===== config.mk =====
export PLATFORM = sky130hd
export DESIGN_NAME = reg_file_wb
export DESIGN_NICKNAME = d
export VERILOG_FILES = /design/src/rtl/reg_file_wb.sv
export SDC_FILE = /design/constraint.sdc
export NUM_CORES = 2
export LEC_CHECK = 0
export ABC_AREA = 1
export CORE_ASPECT_RATIO = 1.5
export CORE_MARGIN = 1.5
export CORE_UTILIZATION = 40
export CTS_CLUSTER_DIAMETER = 50
export DETAILED_ROUTE_END_ITERATION = 16
export PLACE_DENSITY = 0.64
export SETUP_SLACK_MARGIN = 0.15
export SYNTH_ARGS = -nofsm -noshare
export SYNTH_HDL_FRONTEND = slang
export SYNTH_SLANG_ARGS = --single-unit

===== constraint.sdc =====
create_clock -name clk -period 3 [get_ports clk]
set_clock_uncertainty 0.2 [all_clocks]
set_input_delay 0.3 -clock clk [delete_from_list [all_inputs] [get_ports clk]]
set_output_delay 0.3 -clock clk [all_outputs]
set_load 0.05 [all_outputs]

===== src/rtl/reg_file_wb.sv =====
// reg_file_wb: RV32I architectural register file with a per-register load scoreboard.
// Optional macro REGFILE_WB_BYPASS_EN enables same-cycle writeback-to-read forwarding.
module reg_file_wb #(
  parameter int NUM_REGS = 32,
  parameter int XLEN     = 32
) (
  input  logic                clk,
  input  logic                rst_n,
  input  logic                wb_en,
  input  logic [4:0]          wb_addr,
  input  logic [XLEN-1:0]     wb_data,
  input  logic                wb_load,
  input  logic [4:0]          rs1_addr,
  input  logic [4:0]          rs2_addr,
  output logic [XLEN-1:0]     rs1_data,
  output logic [XLEN-1:0]     rs2_data,
  input  logic                iss_valid,
  input  logic [4:0]          iss_rd,
  input  logic                iss_load,
  input  logic                iss_use_rs1,
  input  logic                iss_use_rs2,
  output logic                stall,
  output logic [NUM_REGS-1:0] busy_vec
);

  logic [XLEN-1:0]     regs_r [NUM_REGS];
  logic [NUM_REGS-1:0] busy_r;
  logic [NUM_REGS-1:0] busy_eff_s;
  logic [NUM_REGS-1:0] clr_s;
  logic [NUM_REGS-1:0] set_s;
  logic                raw1_s;
  logic                raw2_s;
  logic                waw_s;
  logic                stall_s;
`ifdef REGFILE_WB_BYPASS_EN
  logic [NUM_REGS-1:0] release_s;
`endif

  // Effective busy view used for hazard detection
  always_comb begin
`ifdef REGFILE_WB_BYPASS_EN
    release_s = {NUM_REGS{1'b0}};
    for (int r = 0; r < NUM_REGS; r++) begin
      release_s[r] = wb_en & wb_load & (wb_addr == 5'(r));
    end
    // A load completing this cycle frees its dependents immediately
    busy_eff_s = busy_r & ~release_s;
`else
    busy_eff_s = busy_r;
`endif
  end

  // Operand read port 1
  always_comb begin
    rs1_data = {XLEN{1'b0}};
    if (!rst_n || rs1_addr == 5'd0) begin
      rs1_data = {XLEN{1'b0}};
    end
`ifdef REGFILE_WB_BYPASS_EN
    else if (wb_en && wb_addr == rs1_addr) begin
      rs1_data = wb_data;
    end
`endif
    else begin
      rs1_data = regs_r[rs1_addr];
    end
  end

  // Operand read port 2
  always_comb begin
    rs2_data = {XLEN{1'b0}};
    if (!rst_n || rs2_addr == 5'd0) begin
      rs2_data = {XLEN{1'b0}};
    end
`ifdef REGFILE_WB_BYPASS_EN
    else if (wb_en && wb_addr == rs2_addr) begin
      rs2_data = wb_data;
    end
`endif
    else begin
      rs2_data = regs_r[rs2_addr];
    end
  end

  // RAW / WAW hazard detection and issue stall
  always_comb begin
    raw1_s  = iss_use_rs1 & busy_eff_s[rs1_addr];
    raw2_s  = iss_use_rs2 & busy_eff_s[rs2_addr];
    waw_s   = busy_eff_s[iss_rd] & (iss_rd != 5'd0);
    stall_s = rst_n & iss_valid & (raw1_s | raw2_s | waw_s);
  end

  // Scoreboard set/clear decode; x0 can never become busy
  always_comb begin
    clr_s = {NUM_REGS{1'b0}};
    set_s = {NUM_REGS{1'b0}};
    for (int r = 1; r < NUM_REGS; r++) begin
      clr_s[r] = wb_en & wb_load & (wb_addr == 5'(r));
      set_s[r] = iss_valid & ~stall_s & iss_load & (iss_rd == 5'(r));
    end
  end

  // Scoreboard state; set applied after clear so a same-cycle reissue wins
  always_ff @(posedge clk) begin
    if (!rst_n) begin
      busy_r <= {NUM_REGS{1'b0}};
    end else begin
      busy_r <= (busy_r & ~clr_s) | set_s;
    end
  end

  // Register storage; x0 is never written
  always_ff @(posedge clk) begin
    if (!rst_n) begin
      for (int i = 0; i < NUM_REGS; i++) begin
        regs_r[i] <= {XLEN{1'b0}};
      end
    end else if (wb_en && wb_addr != 5'd0) begin
      regs_r[wb_addr] <= wb_data;
    end
  end

  assign stall    = stall_s;
  assign busy_vec = busy_r;

endmodule


# ---- After elaboration in Yosys (flattened, before gate mapping)
# Memory sizes are Yosys's and may differ from the RTL's.
# Index checks and enable logic that the tools add are counted.
dict set report word_totals {
  memories 1
  ram_bits 1024
  inputBits 60
  word_cells 167
  out_inout_bits 97
  regBits 32
}
# name words word_bits rd rd_ports_with_merged_regs write_ports line_no
set memory_table {}
lappend memory_table {regs_r 32 32 2 0 32 26} ;# logic [XLEN-1:0] regs_r [NUM_REGS];
dict set report op_classes {
  n_bitwise 76
  mux 15
  magnitude_cmp 3
  reduce_logical 9
  eq_ne 62
}
# cell count
set op_table {}
lappend op_table {{== test 5 bit, second input constant} 32}
lappend op_table {{2-to-1 mux 32 bit} 3}
lappend op_table {{== test 5 x 4 -> 1 bit, second input constant} 16}
lappend op_table {{AND 1 bit} 70}
lappend op_table {{== test 5 x 3 -> 1 bit, second input constant} 8}
lappend op_table {{AND 32 bit} 1}
lappend op_table {{inverter 32 bit} 1}
lappend op_table {{bitwise OR 32 bit} 1}
lappend op_table {{OR reduction 32 bit} 1}
lappend op_table {{== test 5 x 2 -> 1 bit, second input constant} 4}
lappend op_table {{less-than comparator 5 x 6 -> 1 bit, second input constant} 3}
lappend op_table {{binary-select mux 1 bit (select 5 bit)} 3}
lappend op_table {{== test 5 x 1 -> 1 bit, second input constant} 2}
lappend op_table {{zero test 5 bit} 2}
lappend op_table {{nonzero test 5 bit} 2}
lappend op_table {{2-to-1 mux 1 bit} 8}
lappend op_table {{2-to-1 mux 5 bit} 1}
lappend op_table {{logical OR 1 bit} 2}
lappend op_table {{bitwise OR 1 bit} 2}
lappend op_table {{logical AND 1 bit} 1}
lappend op_table {{zero test 1 bit} 1}
lappend op_table {{inverter 1 bit} 1}

# ---- Logic depth before layout (Yosys ltp)
dict set report depth {
  word_depth 11
  mapped_depth 16
  mapped_depth_nobuf 14
}

# ---- Worst setup path after synthesis
# No wires, ideal clock.
dict set report synth_timing {
  path_type {input -> output}
  from {input rs1_addr[0]}
  to {output rs1_data[18]}
  arrival_ns 2.499
  cell_stages 10
  n_path_buf 3
  path_slack_ns 0.001
  required_ns 2.500
  cell_sequence {buf_4 > inv_2 > buf_2 > clkbuf_1 > nor2_1 > o21ai_0 > nand2_1 > nand3_1 > a31oi_1 > nor3_1}
}
dict set report synth_between {
  elab_chain_cells 3
  word_cells_on_any_way 4
  cone_classes {mux: 1; reduce/logical: 2; memory: 1}
}
# item line_no
set synth_rtl {}
lappend synth_rtl {{start: declaration} 13} ;# input logic [4:0] rs1_addr,
lappend synth_rtl {{parallel branches: the longest is 2 deep, another holds memory (32 x 32 bit)} n/a}
lappend synth_rtl {{2-to-1 mux 32 bit *} 56} ;# if (!rst_n || rs1_addr == 5'd0) begin
lappend synth_rtl {{end: declaration} 15} ;# output logic [XLEN-1:0] rs1_data,
# Mark *: on every way between the ends.

==> results.md <==
* Share of layout cells above drive strength 1 at 0.187
* Place WS at -0.193 ns
* Fmax at 331 MHz
* CTS root buf: clkbuf_16
* Worst path bufs/invs at 3
* Final period utilization at 1.01
* Area contributors post-synth: edfxtp_1 55%, nor2_1 13%, o21ai_0 9.5%, o22ai_1 3.1%, clkbuf_1 2.8%
* Final global-route overflow total at 0
* DRT Pass-1 Iters at 9
* Fill cells at 12400
* GRT Total Usage at 0.359
* Die area at 141000 um2
* Core Util, Final at 0.504
* WL final at 263 mm
* Cell-internal power at 26.8 mW
* Clock tree sinks at 1055
* Top-count cell post-synth: nor2_1
* Share of the synthesized area in the top cell type at 0.554
* Sw Share at 0.292
* Critical path peak fanout at 2
* HP Class: in -> reg
* Worst-path clk slew at 0.07 ns
* Core ar. at 138000 um2
* CTS tree: yes
* Post-synth EDFFs at 1024
* I/O pins at 157
* Setup-failing EPs final at 1
* Worst Path Required at 2.50 ns
* Vias per std cell at 6.62
* Hold path startpoint: iss_rd[0]
* Synthesis-to-layout area growth at 25.2%
* Drt drc at 0
* Crit end category: primary output
* Vias at 55400
* Number of global-route vias before repair at 53300
* Antenna-violating nets left at 0
* Pin count of the biggest net entering global routing at 71
* RR Startpoint: busy_vec[29]
* Die Ht at 459 um
* CP cell instances: o21ai_1 -> o22ai_1 -> o21ai_2 -> o22ai_2 -> buf_6 -> nand2_4 -> a21oi_2 -> buf_6 -> buf_12
* Leakage power at 24.9 nW
* Routability congestion estimate at 1.02
* Min-Delay Endpoint: busy_vec[7]
* Synth Instances at 6264
* Cts bufs inserted at 103
* Number of H-tree levels at 3
* Slew margin rel. at 0.430
* Worst EP arrival at 2.52 ns
* Max VDD drop at 0.456 mV
* Final Slew Violations at 0
* Clock latency on the worst-skew pair at 0.76 ns
* R2r setup slk at 0.96 ns
* P per Cell Area at 546 nW/um2
* Top FF cell, synth: edfxtp_1
* Worst-margin pin slew at 0.854 ns
* RSZ-0062 raised after global routing: yes
* Clock Tree Buf Depth at 3
* Top post-synthesis cells by count: 1913 x nor2_1, 1059 x o21ai_0, 1024 x edfxtp_1
* Final Critical Period at 3.02 ns
* Count of different cell masters after synthesis at 36
* Fin cells at 8365
* Failing checks: setup timing
* Combinational power share at 0.178
* NetSw at 11.1 mW
* Post-route setup slack at -0.0232 ns
* I/O Buffers at 155
* Register area share after synthesis at 0.565
* CP delay by family, top: compound AO/OA/AOI/OAI gates
* Maxcap violations at 0
* Hold path cells at 6
* Worst path most repeated cell: buf_6
* Critical path class: reg -> out
* Reg power frac at 0.459
* DP HPWL at 160 mm
* Synthesized area at 55500 um2
* Yosys warning count at 0
* Setup Total Neg Slack at -0.0232 ns
* Layout net count at 6565
* R2R depth at 12
* Worst setup SP type: register
* Synth Area per Inst at 8.86 um2
* Row cnt at 167
* Initial Util at 0.402
* Crit Reg-Reg Endpoint: busy_vec[13]
* Antenna violations before repair at 3
* Hold Slack at 0.0567 ns
* Post-synthesis register bit count at 1055
* Die width at 307 um
* Post-synth top area cell: edfxtp_1
* Status: complete, but fails checks
* Drt initial violations at 9060
* Clock power frac at 0.363
* Synth async-reset ratio at 0
* CP max stage cell: edfxtp_1
* First-pass GRT wire length at 366 mm
* Hold Vio Cnt, Final at 0
* CP max stage delay at 0.40 ns
* CTS Hold Bufs at 0
* Routed length per instance at 31.5 um
* Placed Cells at 8130
-- worst max path at each step --
| stage | start | endpoint | cells after the start |
|---|---|---|---|
| after global routing | regs_r[29][12] | rs2_data[12] | 10 |
| after CTS | regs_r[6][23] | rs2_data[23] | 10 |
| after floorplan | rs1_addr[1] | rs1_data[13] | 8 |
| final | regs_r[6][5] | rs2_data[5] | 9 |
| after detailed placement | rs2_addr[0] | rs2_data[14] | 12 |
| after global placement | rs2_addr[0] | rs2_data[14] | 12 |
-- layer usage --
metal | track usage | share of wire
met2 | 0.553 | 0.44
met5 | 0 | 0.000049
met4 | 0.324 | 0.11
met1 | 0.410 | 0.32
met3 | 0.0926 | 0.13
-- layout by cell type, fill, tap and decap left out, types with 14 or more instances in the layout --
| cell type | netlist | final |
|---|---|---|
| inv_2 | 8 | 15 |
| a21oi_1 | 150 | 106 |
| o21ai_2 | 0 | 30 |
| a22oi_1 | 128 | 107 |
| o22ai_1 | 279 | 244 |
| nand3_1 | 152 | 96 |
| a31oi_2 | 0 | 15 |
| nand3_2 | 10 | 59 |
| bufinv_16 | 0 | 14 |
| a21oi_2 | 0 | 39 |
| clkinv_2 | 0 | 16 |
| o21ai_0 | 1059 | 866 |
| a221oi_1 | 101 | 84 |
| buf_4 | 17 | 373 |
| nor3_2 | 5 | 17 |
| clkdlybuf4s50_1 | 0 | 77 |
| o221ai_1 | 27 | 26 |
| edfxtp_1 | 1024 | 1024 |
| clkbuf_16 | 0 | 113 |
| conb_1 | 1 | 33 |
| o31ai_1 | 27 | 27 |
| nor3_1 | 40 | 14 |
| clkinv_1 | 4 | 20 |
| a31oi_4 | 0 | 32 |
| nand2_2 | 2 | 47 |
| buf_6 | 26 | 60 |
| inv_1 | 116 | 103 |
| nor2_1 | 1913 | 1899 |
| nand2_1 | 370 | 315 |
| o21ai_1 | 111 | 273 |
| nor3_4 | 0 | 14 |
| clkbuf_1 | 409 | 18 |
| dfxtp_2 | 0 | 15 |
| o22ai_2 | 0 | 33 |
| a22oi_2 | 0 | 21 |
| buf_12 | 1 | 192 |
| a221oi_2 | 0 | 17 |
-- worst register-to-register path, delay by kind of cell, from the launching register on --
kind / cells / cell delay, ns
DFF: 1 / 0.34
and+or+nand+nor: 9 / 0.89
buffers and inverters: 2 / 0.37
AOI/OAI and AO/OA: 1 / 0.14
-- logic make-up after synthesis --
| group | after synthesis | share of synthesized area |
|---|---|---|
| AND/OR/NAND/NOR | 2506 | 0.176 |
| AO/OA/AOI/OAI | 1943 | 0.199 |
| flip-flops | 1055 | 0.565 |
| buffers and inverters | 759 | 0.0597 |
| other | 1 | 0.0000676 |
-- flip-flops by register name (all words and copies together) (netlist names) --
register and cells:
busy_vec 31, regs_r 1024
-- what timing repair did --
action	in CTS	in global routing
endpoints found under the setup margin	62	65
cloned	1	9
resized for setup	260	403
buffers inserted	12	22
pin swaps	97	193
-- through the flow --
step | instance area (um2) | total power, mW
after floorplan | 55800 | 20.4
after global placement | 63300 | 23.5
after detailed placement | 63300 | 23.5
after CTS | 67700 | 37.1
after global routing | 69500 | 38.6
final | 69500 | 37.9
-- layout make-up --
cell class                 count  area [um2]  share of cell area
sequential                  1055       31400               0.452
multi-input combinational   4482       23100               0.332
timing repair buffer         735        8810               0.127
clock buffer                 126        2690              0.0387
tap                         1774        2220              0.0319
clock inverter                63         737              0.0106
inverter                     128         515             0.00742
antenna                        2        5.00           0.0000720
-- power groups by stage --
stage                     logic (mW)  registers, mW  clock network, mW
final                           6.76           17.4               13.8
after global routing            6.89           17.5               14.2
after CTS                       6.10           17.4               13.7
after detailed placement        5.86           17.7                  0
after global placement          5.81           17.6                  0
after floorplan                 2.86           17.5                  0
(Power assumes the default switching activity.)
